==> src/rtl/bcd_conv_arbiter.sv <==
// Shared double-dabble binary-to-BCD converter with a two-client round-robin front end.
// One bit is converted per clock; the result is returned with the owning client's ID.
module bcd_conv_arbiter #(
  parameter int W      = 8,
  parameter int DIGITS = 3
) (
  input  logic                  clk,
  input  logic                  rst,
  input  logic                  req0_valid,
  input  logic [W-1:0]          req0_data,
  output logic                  req0_ready,
  input  logic                  req1_valid,
  input  logic [W-1:0]          req1_data,
  output logic                  req1_ready,
  output logic                  out_valid,
  output logic [4*DIGITS-1:0]   out_bcd,
  output logic                  out_id,
  input  logic                  out_ready,
  output logic                  busy
);

  localparam int CW = $clog2(W + 1);

  typedef enum logic [1:0] {IDLE, SHIFT, DONE} stateT;

  stateT               state, stateNext;
  logic [W-1:0]        shReg;
  logic [4*DIGITS-1:0] bcd;
  logic [4*DIGITS-1:0] bcdAdj;
  logic [CW-1:0]       stepCnt;
  logic                idReg;
  logic                lastGrant;

  function automatic logic [4*DIGITS-1:0] add3(input logic [4*DIGITS-1:0] v);
    logic [4*DIGITS-1:0] r;
    r = v;
    for (int unsigned i = 0; i < DIGITS; i++) begin
      if (v[4*i +: 4] >= 4'd5) r[4*i +: 4] = v[4*i +: 4] + 4'd3;
    end
    return r;
  endfunction

  assign bcdAdj = add3(bcd);

  always_ff @(posedge clk) begin
    if (rst) state <= IDLE;
    else     state <= stateNext;
  end

  always_comb begin
    stateNext  = state;
    req0_ready = 1'b0;
    req1_ready = 1'b0;
    case (state)
      IDLE: begin
        // lastGrant==1 means client 1 was served last, so client 0 wins a tie
        req0_ready = req0_valid & (~req1_valid | lastGrant);
        req1_ready = req1_valid & (~req0_valid | ~lastGrant);
        if (req0_ready || req1_ready) stateNext = SHIFT;
      end
      SHIFT: if (stepCnt == CW'(W - 1)) stateNext = DONE;
      DONE:  if (out_ready) stateNext = IDLE;
      default: stateNext = IDLE;
    endcase
  end

  always_ff @(posedge clk) begin
    if (rst) begin
      shReg     <= '0;
      bcd       <= '0;
      stepCnt   <= '0;
      idReg     <= 1'b0;
      lastGrant <= 1'b1;
    end else begin
      case (state)
        IDLE: begin
          if (req0_ready) begin
            shReg     <= req0_data;
            bcd       <= '0;
            stepCnt   <= '0;
            idReg     <= 1'b0;
            lastGrant <= 1'b0;
          end else if (req1_ready) begin
            shReg     <= req1_data;
            bcd       <= '0;
            stepCnt   <= '0;
            idReg     <= 1'b1;
            lastGrant <= 1'b1;
          end
        end
        SHIFT: begin
          bcd     <= {bcdAdj[4*DIGITS-2:0], shReg[W-1]};
          shReg   <= {shReg[W-2:0], 1'b0};
          stepCnt <= stepCnt + 1'b1;
        end
        default: ;
      endcase
    end
  end

  assign out_valid = (state == DONE);
  assign busy      = (state != IDLE);
  assign out_bcd   = bcd;
  assign out_id    = idReg;

endmodule

==> config.mk <==
export PLATFORM = sky130hd
export DESIGN_NAME = bcd_conv_arbiter
export DESIGN_NICKNAME = d
export VERILOG_FILES = /design/src/rtl/bcd_conv_arbiter.sv
export SDC_FILE = /design/constraint.sdc
export NUM_CORES = 1
export LEC_CHECK = 0
export CELL_PAD_IN_SITES_DETAIL_PLACEMENT = 1
export CELL_PAD_IN_SITES_GLOBAL_PLACEMENT = 1
export CORE_MARGIN = 2
export CORE_UTILIZATION = 35
export CTS_BUF_LIST = sky130_fd_sc_hd__clkbuf_16
export DETAILED_ROUTE_END_ITERATION = 12
export PLACE_DENSITY = 0.78
export SKIP_LAST_GASP = 1
export SLEW_MARGIN = 25
export SYNTH_ARGS = -nofsm -noshare
export SYNTH_HDL_FRONTEND = slang
export SYNTH_SLANG_ARGS = --single-unit
==> constraint.sdc <==
create_clock -name clk -period 2.1 [get_ports clk]
set_clock_uncertainty 0.1 [all_clocks]
set_input_delay 0.42 -clock clk [delete_from_list [all_inputs] [get_ports clk]]
set_output_delay 0.42 -clock clk [all_outputs]
set_load 0.01 [all_outputs]
Yosys cells after proc, flatten, opt, wreduce, memory -nomap -nowiden
Index checks and enable logic that the tools add are counted.
- output and inout bits: 17
- word-level logic and storage cells: 55
- input bits: 21
- flip-flop bits (word level): 28
- magnitude comparators: 3
- add/sub/neg operators: 4
- muxes and demuxes: 20
- reduce and logical (&&, ||, !) cells: 8
- bitwise logic cells: 7
- equal/unequal tests: 7
- operators by type and width (cell ; number):
    2-to-1 mux 12 bit ; 2
    case mux 12 bit (2 select lines) ; 1
    2-to-1 mux 4 bit ; 4
    2-to-1 mux 8 bit ; 2
    case mux 8 bit (2 select lines) ; 1
    greater-or-equal comparator 4 x 3 -> 1 bit, second input constant ; 3
    adder 4 x 2 -> 4 bit, second input constant ; 2
    case mux 4 bit (2 select lines) ; 1
    2-to-1 mux 2 bit ; 3
    case mux 2 bit (3 select lines) ; 1
    nonzero test 2 bit ; 3
    adder 4 x 1 -> 4 bit, second input constant ; 1
    == test 4 x 3 -> 1 bit, second input constant ; 1
    2-to-1 mux 1 bit ; 4
    inequality test 2 bit, second input constant ; 2
    AND reduction 2 bit ; 2
    adder 3 x 2 -> 3 bit, second input constant ; 1
    2-to-1 mux 3 bit ; 1
    inequality test 3 bit, second input constant ; 1
    inverter 1 bit ; 3
    AND reduction 3 bit ; 1
    bitwise AND 1 bit ; 2
    == test 2 x 1 -> 1 bit, second input constant ; 1
    == test 2 bit, second input constant ; 1
    other kinds (4) ; 5

Logic depth before layout (Yosys ltp)
Gate-level depths: netlist of the first run.
- word-level depth: 7
- gate-level depth with buffers: 6
- mapped depth without buffers: 6

Least setup slack after synthesis of the first run
No wires, ideal clock.
- kind: register to register
- start point: reg bcd[4], in the netlist out_bcd[4]
- end point: reg bcd[6], in the netlist out_bcd[6]
- stages on the path, launching flop included: 7
- data required time: 1.921 ns
- path slack: 0.552 ns
- arrival time: 1.368 ns
- clock period less this slack: 1.548 ns
- buffers on the path: 0
- library setup time: 0.079 ns
- cell sequence: dfxtp_1 > inv_1 > ha_1 > nand2b_1 > a21oi_1 > or4_1 > o211ai_1
- cells in the longest elaborated chain, start to end: 3
- elaborated cells between the ends (all ways): 4
- classes of those cells: add/sub: 1; order compare: 1; mux: 2
- RTL lines (what ; RTL line ; RTL):
    from (decl) ; 28 ; logic [4*DIGITS-1:0] bcd;
    from (signal assigned) ; 92 ; bcd <= {bcdAdj[4*DIGITS-2:0], shReg[W-1]};
    adder 4 x 2 -> 4 bit or greater-or-equal comparator 4 x 3 -> 1 bit (tied branches) ; 38 ; if (v[4*i +: 4] >= 4'd5) r[4*i +: 4] = v[4*i +: 4] + 4'd3;
    2-to-1 mux 4 bit * ; 38 ;
    case mux 12 bit (2 select lines) * ; 75 ; case (state)
Mark *: on every way between the ends. The rest lies on a longest branch, timed or not.
A chain may end at the register's enable or synchronous reset.

Final worst setup path of the first run
- start point: in req0_valid
- end point: out req0_ready
- cells in the longest elaborated chain, start to end: 2
- RTL lines (what ; RTL line ; RTL):
    from (decl) ; 9 ; input logic req0_valid,
    bitwise AND 1 bit ; 57 ; req0_ready = req0_valid & (~req1_valid | lastGrant);
    2-to-1 mux 1 bit ; 54 ; case (state)
    to (decl) ; 11 ; output logic req0_ready,
Every way passes these cells.

==> summary.md, run 1 <==
| Metric | Value |
|---|---|
| N_diodes | `0` |
| CP endpoint kind | `primary output` |
| CP max stage delay | `0.50 ns` |
| FILL cells | `495` |
| H-tree depth | `1` |
| Starting Density | `0.370` |
| Final ANT Viol Nets | `0` |
| Placed cells | `282` |
| Unrepaired setup endpoints after global routing | `false` |
| Fin cells | `285` |
| Clock Latency Late Sink | `0.27 ns` |
| Initial drt markers | `68` |
| Layout cells sized above 1 | `0.0894` |
| Hold/Removal Path Class | `register to register` |
| Crit path depth | `5` |
| XOR/XNOR Fraction of Synth Area | `0.0116` |
| Residual DRC | `0` |
| Peak supply drop | `0.282 mV` |
| Post-synth ARST share | `0` |
| WHS Path Cells | `2` |
| Nets | `265` |
| Site Rows | `23` |
| Fmax | `493 MHz` |
| Post-CTS Repair Setup Buffers | `0` |
| Wire per inst | `16.3 um` |
| Clock root cell | `clkbuf_16` |
| Synth Flop Type | `dfxtp_1` |
| CP max-delay cell | `clkdlybuf4s50_1` |
| Crit path time final | `2.03 ns` |
| Largest family of logic cells by synthesized area | `compound AO/OA/AOI/OAI gates` |
| Crit path cell chain | `clkdlybuf4s50_1 -> nor3b_4 -> nand2_1 -> inv_1 -> clkdlybuf4s15_1` |
| Max-slew headroom | `0.608` |
| Cell area after layout | `0.00211 mm^2` |
| Worst path required time | `1.58 ns` |
| All-Layer GR Usage | `0.195` |
| Worst R2R Path Depth | `4` |
| Pwr dens | `591 mW/mm^2` |
| CTS Hold Buffers Added | `0` |
| Worst Path Arrival | `1.51 ns` |
| CP max FO | `2` |
| Setup ws final | `0.0725 ns` |
| Syn Inst Count | `192` |
| Yosys cell types | `33` |
| Core Region | `0.00409 mm^2` |
| Initial antenna violation count | `0` |
| EDFF count, synth | `0` |
| Synthesized area per cell | `7.87 um^2` |
| Largest net degree at the start of global routing | `39` |
| Pre-CTS setup slack | `-0.209 ns` |
| Least-Margin Pin Slew | `0.589 ns` |
| Synth Net Count | `220` |
| Routed vias | `1587` |
| DP Wirelength | `3470 um` |
| WL final | `4660 um` |
| R2R setup slack | `0.19 ns` |
| Compound-Gate Fraction of Synth Area | `0.248` |
| Synth warn | `0` |
| Post-synthesis mux area share | `0.0132` |
| CTS tree | `yes` |
| Worst setup path start | `req0_valid` |
| Die ar. | `0.00486 mm^2` |
| Adder-cell share of the synthesized area | `0.0579` |
| Final setup fails | `0` |
| Via/cell ratio | `5.57` |
| GP Congestion | `0.770` |
| Simple-gate share of the synthesized area | `0.239` |
| Fin. max-slew vios | `0` |
| Placed inst area | `0.00203 mm^2` |
| Vias in the first global route | `1642` |
| Top post-synthesis cells by count | `dfxtp_1 (28), a21oi_1 (19), nor2_1 (18)` |
| Synthesized area | `0.00151 mm^2` |
| Ports | `38` |
| Reg2reg start | `state[0]` |
| Crit share post-route | `0.965` |
| Hold_sp | `out_bcd[11]` |
| Status | `completed` |
| Synthesized flop and latch total | `28` |
| CTS sink count | `28` |
| Die width | `69.7 um` |
| Dominant cells by area after synthesis | `dfxtp_1 (37%), a21oi_1 (6.3%), ha_1 (5.8%)` |
| Drt pass-1 iters | `4` |
| Setup TNS | `0 ns` |
| Worst hold slack | `0.394 ns` |
| Yosys top cell by area | `dfxtp_1` |
| Layout area overhead | `39.6%` |
| Share of the synthesized area in the top cell type | `0.371` |
| Startpoint Class | `input pin` |
| Die Ht | `69.7 um` |
| Final Hold Vio Count | `0` |
| Clock buffer depth | `2` |
| Top delay family on crit path | `buffers and inverters` |
| Post-synthesis sequential area ratio | `0.371` |
| P_leak | `0.812 nW` |
| CTS Buf Count | `3` |
| First-pass GRT wire length | `7580 um` |
| RR Endpoint | `out_bcd[6]` |
| Port Buffer Count | `37` |
| Max-cap check violation count | `0` |
| CP Class | `input pin to primary output` |
| CP Buf/Inv Count | `3` |
| CP endpoint | `req0_ready` |
| Grt total ovfl | `0` |
| Clock slew at reported path FFs | `0.07 ns` |
| Most numerous cell in the Yosys netlist | `dfxtp_1` |
## metrics by stage
| step | power [W] | util |
|---|---|---|
| after floorplan | 0.000697 | - |
| after global placement | 0.000803 | 0.496 |
| after detailed placement | 0.000815 | 0.496 |
| after CTS | 0.00125 | 0.515 |
| after global routing | 0.00130 | 0.516 |
| final | 0.00125 | 0.516 |
## cell type report
cell class                      instances  area (um^2)  share of cell area
Tap cell                               50         62.6              0.0297
Clock buffer                            3         75.1              0.0356
Timing Repair Buffer                   52          509               0.241
Multi-Input combinational cell        143          867               0.411
Sequential cell                        28          562               0.266
Inverter                                9         33.8              0.0160
## worst register-to-register path, cell delays in order, from the launching register on
cell and delay [ns]:
dfxtp_1 0.46, buf_4 0.23, nand2b_1 0.33, or4_1 0.59
o211ai_1 0.12
## registers in the layout, indices dropped and copies added (netlist names)
register and count:
stepCnt 4, lastGrant 1, out_id 1, shReg 8, out_bcd 12, state 2
## cell usage in the layout, fill, tap and decap left out, types with 2 or more instances in the layout
master	count
a22oi_1	3
ha_1	7
o21ai_0	13
nor4_1	3
clkdlybuf4s50_1	34
a21o_1	6
o22ai_1	2
a211oi_1	7
nand3_1	13
nor2_1	18
dfxtp_1	27
buf_4	13
nor3_1	10
nor2b_1	3
o211ai_1	3
or4_1	3
mux2i_1	2
or3_1	2
nand2b_1	5
clkbuf_16	3
nand2_1	11
a21oi_1	19
buf_12	2
inv_1	9
a221o_1	3
xor2_1	2
## logic make-up (layout without fill, tap and decap cells)
logic type / Yosys count / after routing
simple gates: 72 / 72
compound gates: 60 / 60
flops: 28 / 28
buf+inv: 21 / 64
fa+ha+maj: 7 / 7
xor+xnor: 2 / 2
mux: 2 / 2
## report_power, final
part	switching (W)	total, W	leakage [nW]	internal [W]
sequential	0.0000205	0.000576	0.229	0.000555
clock	0.000189	0.000442	0.0370	0.000253
combinational	0.000113	0.000229	0.546	0.000116
## metal layers
metal	up-vias	wire [um]	track usage
met5	-	0	0
met4	0	57	0.0620
met3	4	131	0.0320
met2	23	2550	0.384
met1	779	1920	0.207
li1	781	-	-
## how the worst min path moves through the flow
stage                        endpoint  slack, ns
final                     out_bcd[11]       0.39
after global routing         shReg[0]       0.43
after CTS                    shReg[0]       0.39
after detailed placement     shReg[0]       0.38
after global placement       shReg[0]       0.36
after floorplan              shReg[0]       0.35
## what timing repair did
action                                  CTS  global route
resized for setup                         3             3
pin swaps                                 0             0
cloned                                    0             0
endpoints found under the setup margin    2             3
Power figures use the tool's default switching activity.
==> run 2: changes to the inputs <==
--- a/config.mk
+++ b/config.mk
@@ -5,15 +5,15 @@
 export SDC_FILE = /design/constraint.sdc
 export NUM_CORES = 1
 export LEC_CHECK = 0
+export ABC_AREA = 1
 export CELL_PAD_IN_SITES_DETAIL_PLACEMENT = 1
 export CELL_PAD_IN_SITES_GLOBAL_PLACEMENT = 1
 export CORE_MARGIN = 2
-export CORE_UTILIZATION = 35
+export CORE_UTILIZATION = 34
 export CTS_BUF_LIST = sky130_fd_sc_hd__clkbuf_16
 export DETAILED_ROUTE_END_ITERATION = 12
 export PLACE_DENSITY = 0.78
 export SKIP_LAST_GASP = 1
-export SLEW_MARGIN = 25
 export SYNTH_ARGS = -nofsm -noshare
 export SYNTH_HDL_FRONTEND = slang
 export SYNTH_SLANG_ARGS = --single-unit
==> constraint.sdc (replaced) <==
create_clock -name clk -period 2.3 [get_ports clk]
set_clock_uncertainty 0.1 [all_clocks]
set_input_delay 0.46 -clock clk [delete_from_list [all_inputs] [get_ports clk]]
set_output_delay 0.46 -clock clk [all_outputs]
set_load 0.01 [all_outputs]
==> run 2 against run 1 <==
Against the previous run:
- non-clock buffer count decreased by 6
- area after synthesis increased by 4.9%
- power increased by 4.3%
- highest routed layer unchanged
- register-to-register slack improved by 0.60 ns
- largest power group unchanged
- critical path type unchanged
- setup slack improved by 0.11 ns
- combinational power increased by 51%
==> summary.md, run 2 <==
| Metric | Value |
|---|---|
| CTS Buf Count | `3` |
| Synth Net Count | `273` |
| Placed inst area | `0.00204 mm^2` |
| Clock buffer depth | `2` |
| Starting Density | `0.359` |
| Layout area overhead | `33.9%` |
| Via/cell ratio | `4.99` |
| Initial drt markers | `43` |
| Port Buffer Count | `37` |
| Fin. max-slew vios | `0` |
| Post-synth ARST share | `0` |
| Final Hold Vio Count | `0` |
| Vias in the first global route | `1672` |
| P_leak | `0.976 nW` |
| WL final | `4290 um` |
| Unrepaired setup endpoints after global routing | `false` |
| Grt total ovfl | `0` |
| Clock Latency Late Sink | `0.26 ns` |
| Wire per inst | `12.7 um` |
| Nets | `316` |
| Initial antenna violation count | `0` |
| Final ANT Viol Nets | `0` |
| Synthesized flop and latch total | `28` |
| Comb pwr share | `0.265` |
| Synth warn | `0` |
| Peak supply drop | `0.290 mV` |
| Top post-synthesis cells by count | `nand2_1 (58), inv_1 (38), nand3_1 (33)` |
| DP Wirelength | `3110 um` |
| Routed vias | `1690` |
| Residual DRC | `0` |
| CP endpoint kind | `primary output` |
| Fin cells | `339` |
| Least-Margin Pin Slew | `0.307 ns` |
| CP Class | `input pin to primary output` |
| Sequential power share | `0.426` |
| Die ar. | `0.00522 mm^2` |
| Clock root cell | `clkbuf_16` |
| Clock Power Share | `0.309` |
| H-tree depth | `1` |
| EDFF count, synth | `0` |
| Most numerous cell in the Yosys netlist | `nand2_1` |
| Dominant cells by area after synthesis | `dfxtp_1 (35%), nand2_1 (14%), nand3_1 (10%)` |
| First-pass GRT wire length | `7560 um` |
| Cell area after layout | `0.00212 mm^2` |
| Ports | `38` |
| Hold/Removal Path Class | `register to register` |
| Clock slew at reported path FFs | `0.07 ns` |
| Commonest cells after routing, fill and taps aside | `nand2_1 (58), inv_1 (38), clkdlybuf4s50_1 (35), nand3_1 (33), dfxtp_1 (28)` |
| CTS tree | `yes` |
| Largest net degree at the start of global routing | `19` |
| WHS Path Cells | `2` |
| Drt pass-1 iters | `4` |
| Die Ht | `72.3 um` |
| Crit share post-route | `0.919` |
| CTS sink count | `28` |
| Syn Inst Count | `245` |
| Max reg flops | `12` |
| Core Region | `0.00441 mm^2` |
| Post-synthesis sequential area ratio | `0.354` |
| N_diodes | `0` |
| Fmax | `473 MHz` |
| Layout cells sized above 1 | `0.0662` |
| Status | `completed` |
| Post-CTS Repair Setup Buffers | `0` |
| All-Layer GR Usage | `0.180` |
| Final core utilization | `0.481` |
| Crit path time final | `2.11 ns` |
| Site Rows | `24` |
| Yosys top cell by area | `dfxtp_1` |
| Startpoint Class | `input pin` |
| Die width | `72.3 um` |
| GP Congestion | `0.838` |
| Internal power | `0.000905 W` |
| Synthesized area | `0.00159 mm^2` |
| Max-slew headroom | `0.795` |
| Yosys cell types | `17` |
| Commonest non-fill, non-tap cell in the layout | `nand2_1` |
| Synthesized area per cell | `6.47 um^2` |
| CP max FO | `3` |
| Share of the synthesized area in the top cell type | `0.354` |
| Worst R2R Path Depth | `9` |
| Overall power | `0.00130 W` |
| Final setup fails | `0` |
| Switching part of the total power | `0.304` |
| Worst Path Arrival | `1.55 ns` |
| Max-cap check violation count | `0` |
| Synth Flop Type | `dfxtp_1` |
| Pwr dens | `613 mW/mm^2` |
| NetSw | `0.000395 W` |
| Placed cells | `335` |
| Worst path required time | `1.74 ns` |
-- run 2: area by class of cell --
type	instances	area (um^2)
clock buffer	3	75.1
clock inverter	1	3.75
fill	587	2290
inverter	41	154
multi-input combinational	168	825
sequential	28	561
tap	52	65.1
timing repair buffer	46	439
-- run 2: per-layer routing --
layer  part of all wire  global-route usage  vias to the layer above
met3              0.021              0.0208                        4
met1               0.49               0.235                      784
li1                   -                   -                      877
met4              0.012              0.0566                        0
met5                  0                   0                        -
met2               0.48               0.310                       25
-- run 2: worst max-delay path, cell delays in order --
cell and delay (ns):
clkdlybuf4s50_1 0.49, nand2_1 0.09, nand2_2 0.08, nand2_1 0.08, inv_1 0.08, dlygate4sd2_1 0.28
-- run 2: worst paths after layout --
check	end	slack [ns]	from
setup reg to reg	out_bcd[8]	0.79	out_bcd[4]
hold reg to reg	shReg[0]	0.37	shReg[0]
setup / recovery	req0_ready	0.19	req0_valid
hold / removal	shReg[0]	0.37	shReg[0]
-- run 2: cell families after synthesis --
group,after synthesis,synth area share
AOI/OAI and AO/OA,45,0.147
buffers and inverters,49,0.126
and+or+nand+nor,116,0.318
DFF,28,0.354
adders and majority gates,7,0.0552
-- run 2: through the flow --
stage,setup TNS [ns],worst slack (ns),hold slack [ns]
6_report,0,0.186,0.366
5_1_grt,0,0.103,0.393
4_1_cts,0,0.0309,0.372
3_5_place_dp,-0.0949,-0.0949,0.361
3_3_place_gp,-0.0418,-0.0418,0.347
2_1_floorplan,0,0.786,0.329
-- run 2: power groups by stage --
stage                     clock [W]  sequential, W  combinational (W)
after floorplan                   0       0.000559           0.000213
final                      0.000402       0.000554           0.000345
after global routing       0.000425       0.000559           0.000390
after global placement            0       0.000563           0.000342
after CTS                  0.000416       0.000554           0.000352
after detailed placement          0       0.000564           0.000350
-- run 2: timing repair --
item	CTS	global route
resized for setup	1	1
setup endpoints to repair	1	1
hold buffers	0	0
==> run 3: changes to the inputs <==
--- a/config.mk
+++ b/config.mk
@@ -5,11 +5,10 @@
 export SDC_FILE = /design/constraint.sdc
 export NUM_CORES = 1
 export LEC_CHECK = 0
-export ABC_AREA = 1
 export CELL_PAD_IN_SITES_DETAIL_PLACEMENT = 1
 export CELL_PAD_IN_SITES_GLOBAL_PLACEMENT = 1
 export CORE_MARGIN = 2
-export CORE_UTILIZATION = 34
+export CORE_UTILIZATION = 35
 export CTS_BUF_LIST = sky130_fd_sc_hd__clkbuf_16
 export DETAILED_ROUTE_END_ITERATION = 12
 export PLACE_DENSITY = 0.78
@@ -17,3 +16,4 @@
 export SYNTH_ARGS = -nofsm -noshare
 export SYNTH_HDL_FRONTEND = slang
 export SYNTH_SLANG_ARGS = --single-unit
+export TNS_END_PERCENT = 30
==> run 3 against run 2 <==
Against the previous run:
- global-route usage rose by 0.56 points
- core utilization rose by 2.5 points
- non-clock buffer count rose by 3
- design area fell by 2.6%
- fmax rose by 0.59%
- clock power fell by 3%
- via count fell by 9.2%
- sequential share of layout area rose by 0.70 points
- power fell by 14%
==> summary.md, run 3 (synthesized netlist as in run 1, its figures left out) <==
| Metric | Value |
|---|---|
| Drt pass-1 iters | `4` |
| Crit path depth | `5` |
| Final Hold Vio Count | `0` |
| Setup TNS | `0 ns` |
| Final core utilization | `0.506` |
| Peak supply drop | `0.361 mV` |
| CP endpoint | `req0_ready` |
| Clock slew at reported path FFs | `0.06 ns` |
| GP Congestion | `0.788` |
| WL final | `4340 um` |
| CP max stage delay | `0.48 ns` |
| Worst Path Arrival | `1.54 ns` |
| Layout area overhead | `36.8%` |
| Nets | `262` |
| CP Buf/Inv Count | `3` |
| Worst setup path start | `req0_valid` |
| Reg2reg start | `state[1]` |
| Max-cap check violation count | `0` |
| Largest net degree at the start of global routing | `39` |
| Grt total ovfl | `0` |
| Commonest non-fill, non-tap cell in the layout | `clkdlybuf4s50_1` |
| First-pass GRT wire length | `7500 um` |
| CP max FO | `2` |
| Crit share post-route | `0.914` |
| Crit path cell chain | `clkdlybuf4s50_1 -> nor3b_2 -> nand2_1 -> inv_1 -> dlygate4sd2_1` |
| Commonest cells after routing, fill and taps aside | `clkdlybuf4s50_1 (35), dfxtp_1 (28), a21oi_1 (19), nor2_1 (18)` |
| CP Class | `input pin to primary output` |
| Routed vias | `1534` |
| Fin. max-slew vios | `0` |
| Met3 wire length | `141 um` |
| Initial antenna violation count | `0` |
| Starting Density | `0.370` |
| Via/cell ratio | `5.44` |
| CTS Buf Count | `3` |
| Port Buffer Count | `37` |
| Clock root cell | `clkbuf_16` |
| Crit path time final | `2.10 ns` |
| RR Endpoint | `out_bcd[5]` |
| All-Layer GR Usage | `0.186` |
| FILL cells | `497` |
| Ports | `38` |
| Least-Margin Pin Slew | `0.590 ns` |
| Vias in the first global route | `1638` |
| CTS sink count | `28` |
| Highest Signal Layer | `met4` |
| CTS tree | `yes` |
| Die width | `69.7 um` |
| Worst R2R Path Depth | `4` |
| CP max-delay cell | `clkdlybuf4s50_1` |
| Pwr dens | `539 mW/mm^2` |
| Final ANT Viol Nets | `0` |
| Wire per inst | `15.4 um` |
| P_leak | `0.788 nW` |
| Worst path required time | `1.74 ns` |
| CP endpoint kind | `primary output` |
| Hold_sp | `shReg[1]` |
| Post-CTS Repair Setup Buffers | `0` |
| Startpoint Class | `input pin` |
| DP Wirelength | `3190 um` |
| H-tree depth | `1` |
| Metal1 wirelength | `1870 um` |
| N_diodes | `0` |
| Unrepaired setup endpoints after global routing | `false` |
| Status | `completed` |
| Die ar. | `0.00486 mm^2` |
| Final setup fails | `0` |
| Clock Latency Late Sink | `0.26 ns` |
| Die Ht | `69.7 um` |
| Residual DRC | `0` |
| Hold/Removal Path Class | `register to register` |
| Worst hold slack | `0.394 ns` |
| Site Rows | `23` |
| Max-slew headroom | `0.606` |
| R2R setup slack | `0.47 ns` |
| Core Region | `0.00409 mm^2` |
| Clock buffer depth | `2` |
| Layout cells sized above 1 | `0.0733` |
| Fmax | `476 MHz` |
| Top delay family on crit path | `buffers and inverters` |
| Initial drt markers | `48` |
| Max reg flops | `12` |
| Metal2 WL | `2280 um` |
| CTS Hold Buffers Added | `0` |
## run 3: cell types whose count changed in the layout (fill, tap and decap cells not counted), moves of 6 or more
cell,previous run,this run
nand2_1,58,11
inv_1,38,9
nand3_1,33,13
nor3_1,0,10
a211oi_1,0,7
nand4_1,7,0
o21ai_1,8,1
a21o_1,0,6
a21oi_1,25,19
## run 3: cell type report
cell class	instances	area (um^2)	share of cell area
clock buffers	3	75.1	0.0363
inverters	9	33.8	0.0163
multi-input cells	143	861	0.416
flip-flops and latches	28	561	0.271
well taps	50	62.6	0.0303
repair buffers	49	474	0.229
## run 3: tightest hold or removal path: cells and delay by family, from the launching register on
| family | cells | cell delay (ns) |
|---|---|---|
| flops | 1 | 0.31 |
| simple gates | 1 | 0.09 |
| compound gates | 1 | 0.05 |
## run 3: report_power, final
part,leakage (nW),total (W),internal (W),switching (W)
registers,0.228,0.000524,0.000507,0.0000176
logic,0.522,0.000198,0.0000998,0.0000987
clock network,0.0370,0.000391,0.000231,0.000161
total,0.788,0.00111,0.000837,0.000277
## run 3: per-layer routing
| metal | track usage | up-vias |
|---|---|---|
| met5 | 0 | - |
| met4 | 0.0363 | 0 |
| met3 | 0.0392 | 4 |
| met2 | 0.358 | 25 |
| met1 | 0.209 | 737 |
| li1 | - | 768 |
## run 3: worst min path at each step
stage,end,depth (start not counted)
3_3_place_gp,shReg[0],2
5_1_grt,shReg[6],2
6_report,shReg[1],2
3_5_place_dp,shReg[5],2
4_1_cts,shReg[1],2
2_1_floorplan,shReg[0],2
## run 3: repair_timing
item                       4_1_cts  5_1_grt
pin swaps                        0        0
gates resized for setup          1        1
gates cloned                     0        0
setup endpoints to repair        2        1
## run 3: stage by stage
stage	instance area (um^2)	total power (W)	std cells	setup slack (ns)
2_1_floorplan	1510	0.000637	192	0.697
3_3_place_gp	1990	0.000726	279	-0.0834
3_5_place_dp	1990	0.000735	279	-0.0976
4_1_cts	2060	0.00112	282	-0.00427
5_1_grt	2070	0.00116	282	0.0839
6_report	2070	0.00111	282	0.199
